===== src/rtl/h2bp.sv =====
// Shared types and constants for the issue stage.
// Latency: none; this file holds declarations only.
// Backpressure: none; this file holds declarations only.
package h2bp;

   localparam int NUM_REGS = 32;

   typedef enum logic {
      MEM_IDLE = 1'b0,
      MEM_BUSY = 1'b1
   } mem_state_t;

   typedef enum logic [1:0] {
      UNIT_NONE = 2'd0,
      UNIT_ALU  = 2'd1,
      UNIT_FPU  = 2'd2,
      UNIT_MEM  = 2'd3
   } unit_sel_t;

   // Memory ops take priority over FPU, and FPU takes priority over ALU.
   function automatic unit_sel_t sel_unit(input logic is_load, input logic is_store,
                                          input logic use_fpu, input logic use_alu);
      unit_sel_t u;
      if (is_load || is_store) u = UNIT_MEM;
      else if (use_fpu)        u = UNIT_FPU;
      else if (use_alu)        u = UNIT_ALU;
      else                     u = UNIT_NONE;
      return u;
   endfunction

endpackage


===== src/rtl/issue_scoreboard.sv =====
// Register scoreboard: one pending-write bit per register, with one set port and three clear ports.
// Latency: set/clear take effect at the next edge; lookups read the registered bits combinationally.
// Backpressure: none; callers decide when to stall on a busy bit.
module issue_scoreboard
   import h2bp::*;
#(
   parameter int NREGS = NUM_REGS
) (
   input  logic             clk,
   input  logic             rst,
   input  logic             set_en,
   input  logic [4:0]       set_addr,
   input  logic             alu_clr_en,
   input  logic [4:0]       alu_clr_addr,
   input  logic             fpu_clr_en,
   input  logic [4:0]       fpu_clr_addr,
   input  logic             mem_clr_en,
   input  logic [4:0]       mem_clr_addr,
   input  logic [4:0]       look_a_addr,
   input  logic [4:0]       look_b_addr,
   input  logic [4:0]       look_c_addr,
   output logic             look_a_busy,
   output logic             look_b_busy,
   output logic             look_c_busy,
   output logic [NREGS-1:0] busy
);

   logic [NREGS-1:0] busy_q;

   // Addresses beyond the scoreboard size are never busy.
   function automatic logic lookup(input logic [NREGS-1:0] bits, input logic [4:0] a);
      logic r;
      r = 1'b0;
      for (int i = 0; i < NREGS; i++) begin
         if (a == 5'(i)) r = bits[i];
      end
      return r;
   endfunction

   // Per-bit update: a set in the same cycle as any clear of that register wins.
   always_ff @(posedge clk) begin
      if (rst) begin
         busy_q <= '0;
      end else begin
         for (int i = 0; i < NREGS; i++) begin
            if (set_en && set_addr == 5'(i))
               busy_q[i] <= 1'b1;
            else if ((alu_clr_en && alu_clr_addr == 5'(i)) ||
                     (fpu_clr_en && fpu_clr_addr == 5'(i)) ||
                     (mem_clr_en && mem_clr_addr == 5'(i)))
               busy_q[i] <= 1'b0;
         end
      end
   end

   assign look_a_busy = lookup(busy_q, look_a_addr);
   assign look_b_busy = lookup(busy_q, look_b_addr);
   assign look_c_busy = lookup(busy_q, look_c_addr);
   assign busy        = busy_q;

endmodule


===== src/rtl/issue_ctrl.sv =====
// In-order issue control: RAW/WAW hazard checks against a scoreboard, dispatch to ALU, FPU or memory.
// Latency: issue is combinational in the accept cycle; scoreboard bits set at the following edge.
// Backpressure: dec_ready drops on any hazard, FPU not ready, or memory busy; stalled cycles are counted.
module issue_ctrl
   import h2bp::*;
#(
   parameter int NUM_REGS = h2bp::NUM_REGS
) (
   input  logic                clk,
   input  logic                rst,
   input  logic                dec_valid,
   output logic                dec_ready,
   input  logic [4:0]          dec_rd,
   input  logic [4:0]          dec_rs1,
   input  logic [4:0]          dec_rs2,
   input  logic                dec_opa_en,
   input  logic                dec_opb_en,
   input  logic                dec_res_en,
   input  logic                dec_rd_is_opa,
   input  logic                dec_use_alu,
   input  logic                dec_use_fpu,
   input  logic                dec_is_load,
   input  logic                dec_is_store,
   output logic                alu_issue,
   output logic                fpu_issue,
   input  logic                fpu_ready,
   input  logic                fpu_done,
   input  logic [4:0]          fpu_done_rd,
   output logic                mem_issue,
   input  logic                mem_ack,
   output logic [NUM_REGS-1:0] busy,
   output logic [15:0]         stall_cnt
);

   unit_sel_t  unit;
   mem_state_t state_q, state_d;
   logic       busy_rs1, busy_rs2, busy_rd;
   logic       writes_rd, raw, waw, avail, issue;
   logic       alu_pend_vld, mem_rd_vld;
   logic [4:0] alu_pend_rd, mem_rd;

   assign unit      = sel_unit(dec_is_load, dec_is_store, dec_use_fpu, dec_use_alu);
   assign writes_rd = dec_res_en && !dec_is_store;

   // Hazard detection and unit availability from registered busy bits (no bypass).
   always_comb begin
      raw   = (dec_opa_en && busy_rs1) || (dec_opb_en && busy_rs2) || (dec_rd_is_opa && busy_rd);
      waw   = writes_rd && busy_rd;
      avail = 1'b1;
      case (unit)
         UNIT_FPU: avail = fpu_ready;
         UNIT_MEM: avail = (state_q == MEM_IDLE);
         default:  avail = 1'b1;
      endcase
   end

   assign dec_ready = !rst && !raw && !waw && avail;
   assign issue     = dec_valid && dec_ready;
   assign alu_issue = issue && (unit == UNIT_ALU);
   assign fpu_issue = issue && (unit == UNIT_FPU);
   assign mem_issue = issue && (unit == UNIT_MEM);

   issue_scoreboard #(.NREGS(NUM_REGS)) u_sb (
      .clk          (clk),
      .rst          (rst),
      .set_en       (issue && writes_rd && (unit != UNIT_NONE)),
      .set_addr     (dec_rd),
      .alu_clr_en   (alu_pend_vld),
      .alu_clr_addr (alu_pend_rd),
      .fpu_clr_en   (fpu_done),
      .fpu_clr_addr (fpu_done_rd),
      .mem_clr_en   ((state_q == MEM_BUSY) && mem_ack && mem_rd_vld),
      .mem_clr_addr (mem_rd),
      .look_a_addr  (dec_rs1),
      .look_b_addr  (dec_rs2),
      .look_c_addr  (dec_rd),
      .look_a_busy  (busy_rs1),
      .look_b_busy  (busy_rs2),
      .look_c_busy  (busy_rd),
      .busy         (busy)
   );

   // Track the ALU result (cleared one edge after set) and the outstanding load destination.
   always_ff @(posedge clk) begin
      if (rst) begin
         alu_pend_vld <= 1'b0;
         alu_pend_rd  <= '0;
         mem_rd_vld   <= 1'b0;
         mem_rd       <= '0;
      end else begin
         alu_pend_vld <= alu_issue && writes_rd;
         alu_pend_rd  <= dec_rd;
         if (mem_issue) begin
            mem_rd_vld <= writes_rd;
            mem_rd     <= dec_rd;
         end
      end
   end

   // Memory FSM state register.
   always_ff @(posedge clk) begin
      if (rst) state_q <= MEM_IDLE;
      else     state_q <= state_d;
   end

   // Memory FSM next state: one access in flight at a time; ack outside MEM_BUSY is ignored.
   always_comb begin
      state_d = state_q;
      case (state_q)
         MEM_IDLE: if (mem_issue) state_d = MEM_BUSY;
         MEM_BUSY: if (mem_ack)   state_d = MEM_IDLE;
         default:                 state_d = MEM_IDLE;
      endcase
   end

   // Saturating count of cycles where the decoder was held off.
   always_ff @(posedge clk) begin
      if (rst)
         stall_cnt <= '0;
      else if (dec_valid && !dec_ready && stall_cnt != 16'hFFFF)
         stall_cnt <= stall_cnt + 16'd1;
   end

endmodule


===== config.mk =====
export PLATFORM = sky130hd
export DESIGN_NAME = issue_ctrl
export DESIGN_NICKNAME = d
export VERILOG_FILES = /design/src/rtl/h2bp.sv /design/src/rtl/issue_scoreboard.sv /design/src/rtl/issue_ctrl.sv
export SDC_FILE = /design/constraint.sdc
export NUM_CORES = 1
export LEC_CHECK = 0
export ABC_AREA = 1
export CAP_MARGIN = 20
export CORE_ASPECT_RATIO = 0.8
export CORE_MARGIN = 5
export CORE_UTILIZATION = 50
export CTS_CLUSTER_DIAMETER = 50
export DETAILED_ROUTE_END_ITERATION = 10
export PLACE_DENSITY = 0.76
export SLEW_MARGIN = 20
export SYNTH_ARGS = -nofsm -noshare
export SYNTH_HDL_FRONTEND = slang
export SYNTH_HIERARCHICAL = 1
export SYNTH_SLANG_ARGS = --single-unit

===== constraint.sdc =====
create_clock -name clk -period 7.8 [get_ports clk]
set_input_delay 1.56 -clock clk [delete_from_list [all_inputs] [get_ports clk]]
set_output_delay 1.56 -clock clk [all_outputs]
set_load 0.05 [all_outputs]

==> run metrics <==
status complete, no violations; mean number of vias per cell 5.680; crit end category output port; number of unique standard cell types used by synthesis 42; growth of design area from synthesis to finish 22.92%; total wire length 18.63 mm; slew at the pin closest to its max-slew limit 1.038 ns; CP required 6.24 ns; number of top-level pins 86; Worst-Skew Late Latency 0.33 ns; number of port buffers 85; Root Driver sky130_fd_sc_hd__clkbuf_16; n_diodes 0; worst reg2reg startpoint u_sb/busy[2]; Routed Antenna Nets 0; met1 global-route usage 0.3951; largest fanout of any net on the critical path 10; startpoint kind of the worst setup timing path input pin; TritonCTS clock tree yes; MaxCap Viol Count 0; RSZ-0062 raised after global routing no; die extent in y 101.4 microns; Num Clock Sinks 61; capture endpoint of the worst hold path state_q; pin count of the biggest net entering global routing 56; final number of setup-violating endpoints 0; horizontal die dimension 124.3 microns; sequential cell area fraction in the yosys report 0.2338; estimated wirelength of the detail-placed design 14.11 mm; maximum vdd drop 0.0001400 V; Pins Over Slew Limit 0; maximum clock insertion buffer count 2; number of gates resized after CTS 0; number of enable-type register cells in the synthesized netlist 0; global routing met2 resource utilization 0.4369; area share of the leading cell type in the synthesized netlist 0.2338; fraction of layout cells with a size suffix above 1 0.08174; count of buffers added by post-CTS timing repair for setup 0; count of yosys warnings during synthesis 6; Cells after DPL 1115; total gr overflow 0; starting utilization of the core area 0.5101; via count of the first global-routing pass 5637; slowest cell delay on critical path 0.80 ns; dpl ws 0.7243 ns; gpl congestion 1.025; class of the worst hold path reg2reg; Clock Skew 0.006371 ns; fillers 1027; Remaining DRCs 0; worst hold path stage count 2; Register Area 1221 sq um; post-layout net count 1021; Final min period 7.169 ns; clk slew on worst S/H paths 0.06 ns; tightest slew margin relative to the limit 0.3056; starting DRC count in detailed routing 757; die footprint 12600 sq um; most used flip-flop cell after synthesis sky130_fd_sc_hd__dfxtp_1; Net Count, Synth 950; first drt pass iteration count 6; Register-to-Register Path Depth 32; standard-cell rows 33; endpoint of the worst register-to-register path u_sb/busy[11]; beginning of the worst hold path state_q; cell area power density 136.2 nW/um^2; Max Fclk 139.5 MHz; post-layout worst setup margin 0.6305 ns; total clock buffers created by CTS 9; area leader, netlist sky130_fd_sc_hd__dfxtp_1; Async SR Flop Fraction 0; Crit Path Category in2out; non-filler cells in the finished layout 1131; standard cell core area 10240 sq um; Mapped Avg Cell Area 5.709 sq um; period utilisation layout 0.9192; register-to-register setup slack 4.11 ns; number of antenna violations at the first check in global routing 0; busiest grt layer met2; Slowest cell on crit path sky130_fd_sc_hd__clkdlybuf4s50_1; met3 layer usage reported by global route 0.08698; cell repeated most along the worst path sky130_fd_sc_hd__nand2_1; crit path DAT 5.61 ns; endpoints failing hold 0; leakage power 2.464 nW; all-layer global routing usage 0.2895; number of H-tree levels 3; mapped cell area 5224 sq um; total area of multi-input combinational cells 3385 sq um; first-pass GRT wire length 29.33 mm; cell types occupying the most area after synthesis sky130_fd_sc_hd__dfxtp_1, sky130_fd_sc_hd__nand2_1, sky130_fd_sc_hd__nor2_1, sky130_fd_sc_hd__inv_1, sky130_fd_sc_hd__nand3_1; synthesis-stage register bit count 61; vias 6424; average detailed-routed wire length per instance 16.48 microns; Hold Buf Count CTS 0; final sum of negative setup slack 0 ns; Synth Instances 915
==> metal layers <==
| layer | up-vias | wire, microns | share of wire |
|---|---|---|---|
| met3 | 47 | 2111 | 0.11 |
| met2 | 341 | 8087 | 0.43 |
| met4 | 0 | 513 | 0.028 |
| met1 | 2883 | 7921 | 0.43 |
| li1 | 3153 | - | - |
| met5 | - | 0 | 0 |
==> worst max-delay path by stage <==
| stage | end | depth (start not counted) | start | slack (ns) |
|---|---|---|---|---|
| 3_3_place_gp | alu_issue | 30 | dec_rs1[0] | 0.83 |
| 6_report | alu_issue | 25 | dec_rd[1] | 0.63 |
| 5_1_grt | alu_issue | 25 | dec_rd[1] | 0.23 |
| 3_5_place_dp | alu_issue | 30 | dec_rs1[0] | 0.72 |
| 4_1_cts | alu_issue | 30 | dec_rs1[0] | 0.72 |
| 2_1_floorplan | fpu_issue | 28 | dec_rs2[0] | 1.79 |
==> worst max-delay path: cells and delay by family <==
kind          cells  cell delay [ns]
buf+inv           3             1.46
simple gates     22             2.57
==> final cells by class <==
cell class,count,share of cell area
timing repair buffer,89,0.1364
clock inverter,7,0.01189
multi-input combinational,702,0.5271
sequential,61,0.1902
clock buffer,9,0.03507
inverter,123,0.07210
tap,140,0.02728
==> cells in the final DEF (no fill, tap or decap), types with 4 or more instances in the layout <==
cell / count
sky130_fd_sc_hd__o22ai_1: 22
sky130_fd_sc_hd__clkdlybuf4s50_1: 84
sky130_fd_sc_hd__nand3_1: 66
sky130_fd_sc_hd__a221oi_1: 8
sky130_fd_sc_hd__nand2_1: 218
sky130_fd_sc_hd__nand4_1: 52
sky130_fd_sc_hd__inv_2: 12
sky130_fd_sc_hd__dfxtp_1: 61
sky130_fd_sc_hd__nor2_4: 11
sky130_fd_sc_hd__a21oi_2: 9
sky130_fd_sc_hd__nand2_2: 6
sky130_fd_sc_hd__o21ai_0: 6
sky130_fd_sc_hd__clkbuf_16: 9
sky130_fd_sc_hd__inv_1: 110
sky130_fd_sc_hd__nor2_2: 13
sky130_fd_sc_hd__or2_2: 4
sky130_fd_sc_hd__nor2_1: 183
sky130_fd_sc_hd__nor3_1: 12
sky130_fd_sc_hd__a21oi_1: 61
sky130_fd_sc_hd__buf_4: 4
==> cells in the mapped netlist, types with 3 or more instances <==
library cell                instances
sky130_fd_sc_hd__a21oi_1           61
sky130_fd_sc_hd__a21oi_2            9
sky130_fd_sc_hd__a221oi_1           8
sky130_fd_sc_hd__buf_2              4
sky130_fd_sc_hd__buf_6              3
sky130_fd_sc_hd__clkbuf_1          17
sky130_fd_sc_hd__dfxtp_1           61
sky130_fd_sc_hd__inv_1            110
sky130_fd_sc_hd__inv_2             12
sky130_fd_sc_hd__nand2_1          218
sky130_fd_sc_hd__nand2_2            6
sky130_fd_sc_hd__nand3_1           66
sky130_fd_sc_hd__nand4_1           52
sky130_fd_sc_hd__nor2_1           183
sky130_fd_sc_hd__nor2_2            13
sky130_fd_sc_hd__nor2_4            11
sky130_fd_sc_hd__nor3_1            12
sky130_fd_sc_hd__nor4_1             3
sky130_fd_sc_hd__o2111ai_1          3
sky130_fd_sc_hd__o21ai_0            6
sky130_fd_sc_hd__o22ai_1           22
sky130_fd_sc_hd__or2_2              4
sky130_fd_sc_hd__xor2_1             3
==> where the power goes <==
group	internal, mW	switching, mW	leakage [nW]
clock network	0.248	0.151	0.142
registers	0.317	0.00595	0.494
logic	0.0475	0.105	1.83
==> flip-flops by register name, indices dropped and copies added (netlist names) <==
signal and count:
alu_pend_vld 1, stall_cnt 16, mem_rd 5, mem_rd_vld 1, u_sb/busy 32, alu_pend_rd 5
state_q 1
==> logic make-up (layout without fill, tap and decap cells) <==
family / after synthesis / after routing / synth area share
AND/OR/NAND/NOR: 576 / 576 / 0.4972
buffers and inverters: 152 / 228 / 0.1183
AO/OA/AOI/OAI: 120 / 120 / 0.1399
flip-flops: 61 / 61 / 0.2338
XOR/XNOR: 5 / 5 / 0.008385
adder cells (fa/ha/maj): 1 / 1 / 0.002395
==> stage by stage <==
stage	util	cell area (sq um)	power [mW]	hold slack (ns)
floorplan	-	5224	0.4290	0.4563
global placement	0.5976	6120	0.4789	0.4835
detailed placement	0.5976	6120	0.4787	0.4820
CTS	0.6271	6421	0.8793	0.4898
global route	0.6271	6421	0.9105	0.5101
finish	0.6271	6421	0.8748	0.4940
Power figures use the tool's default switching activity.
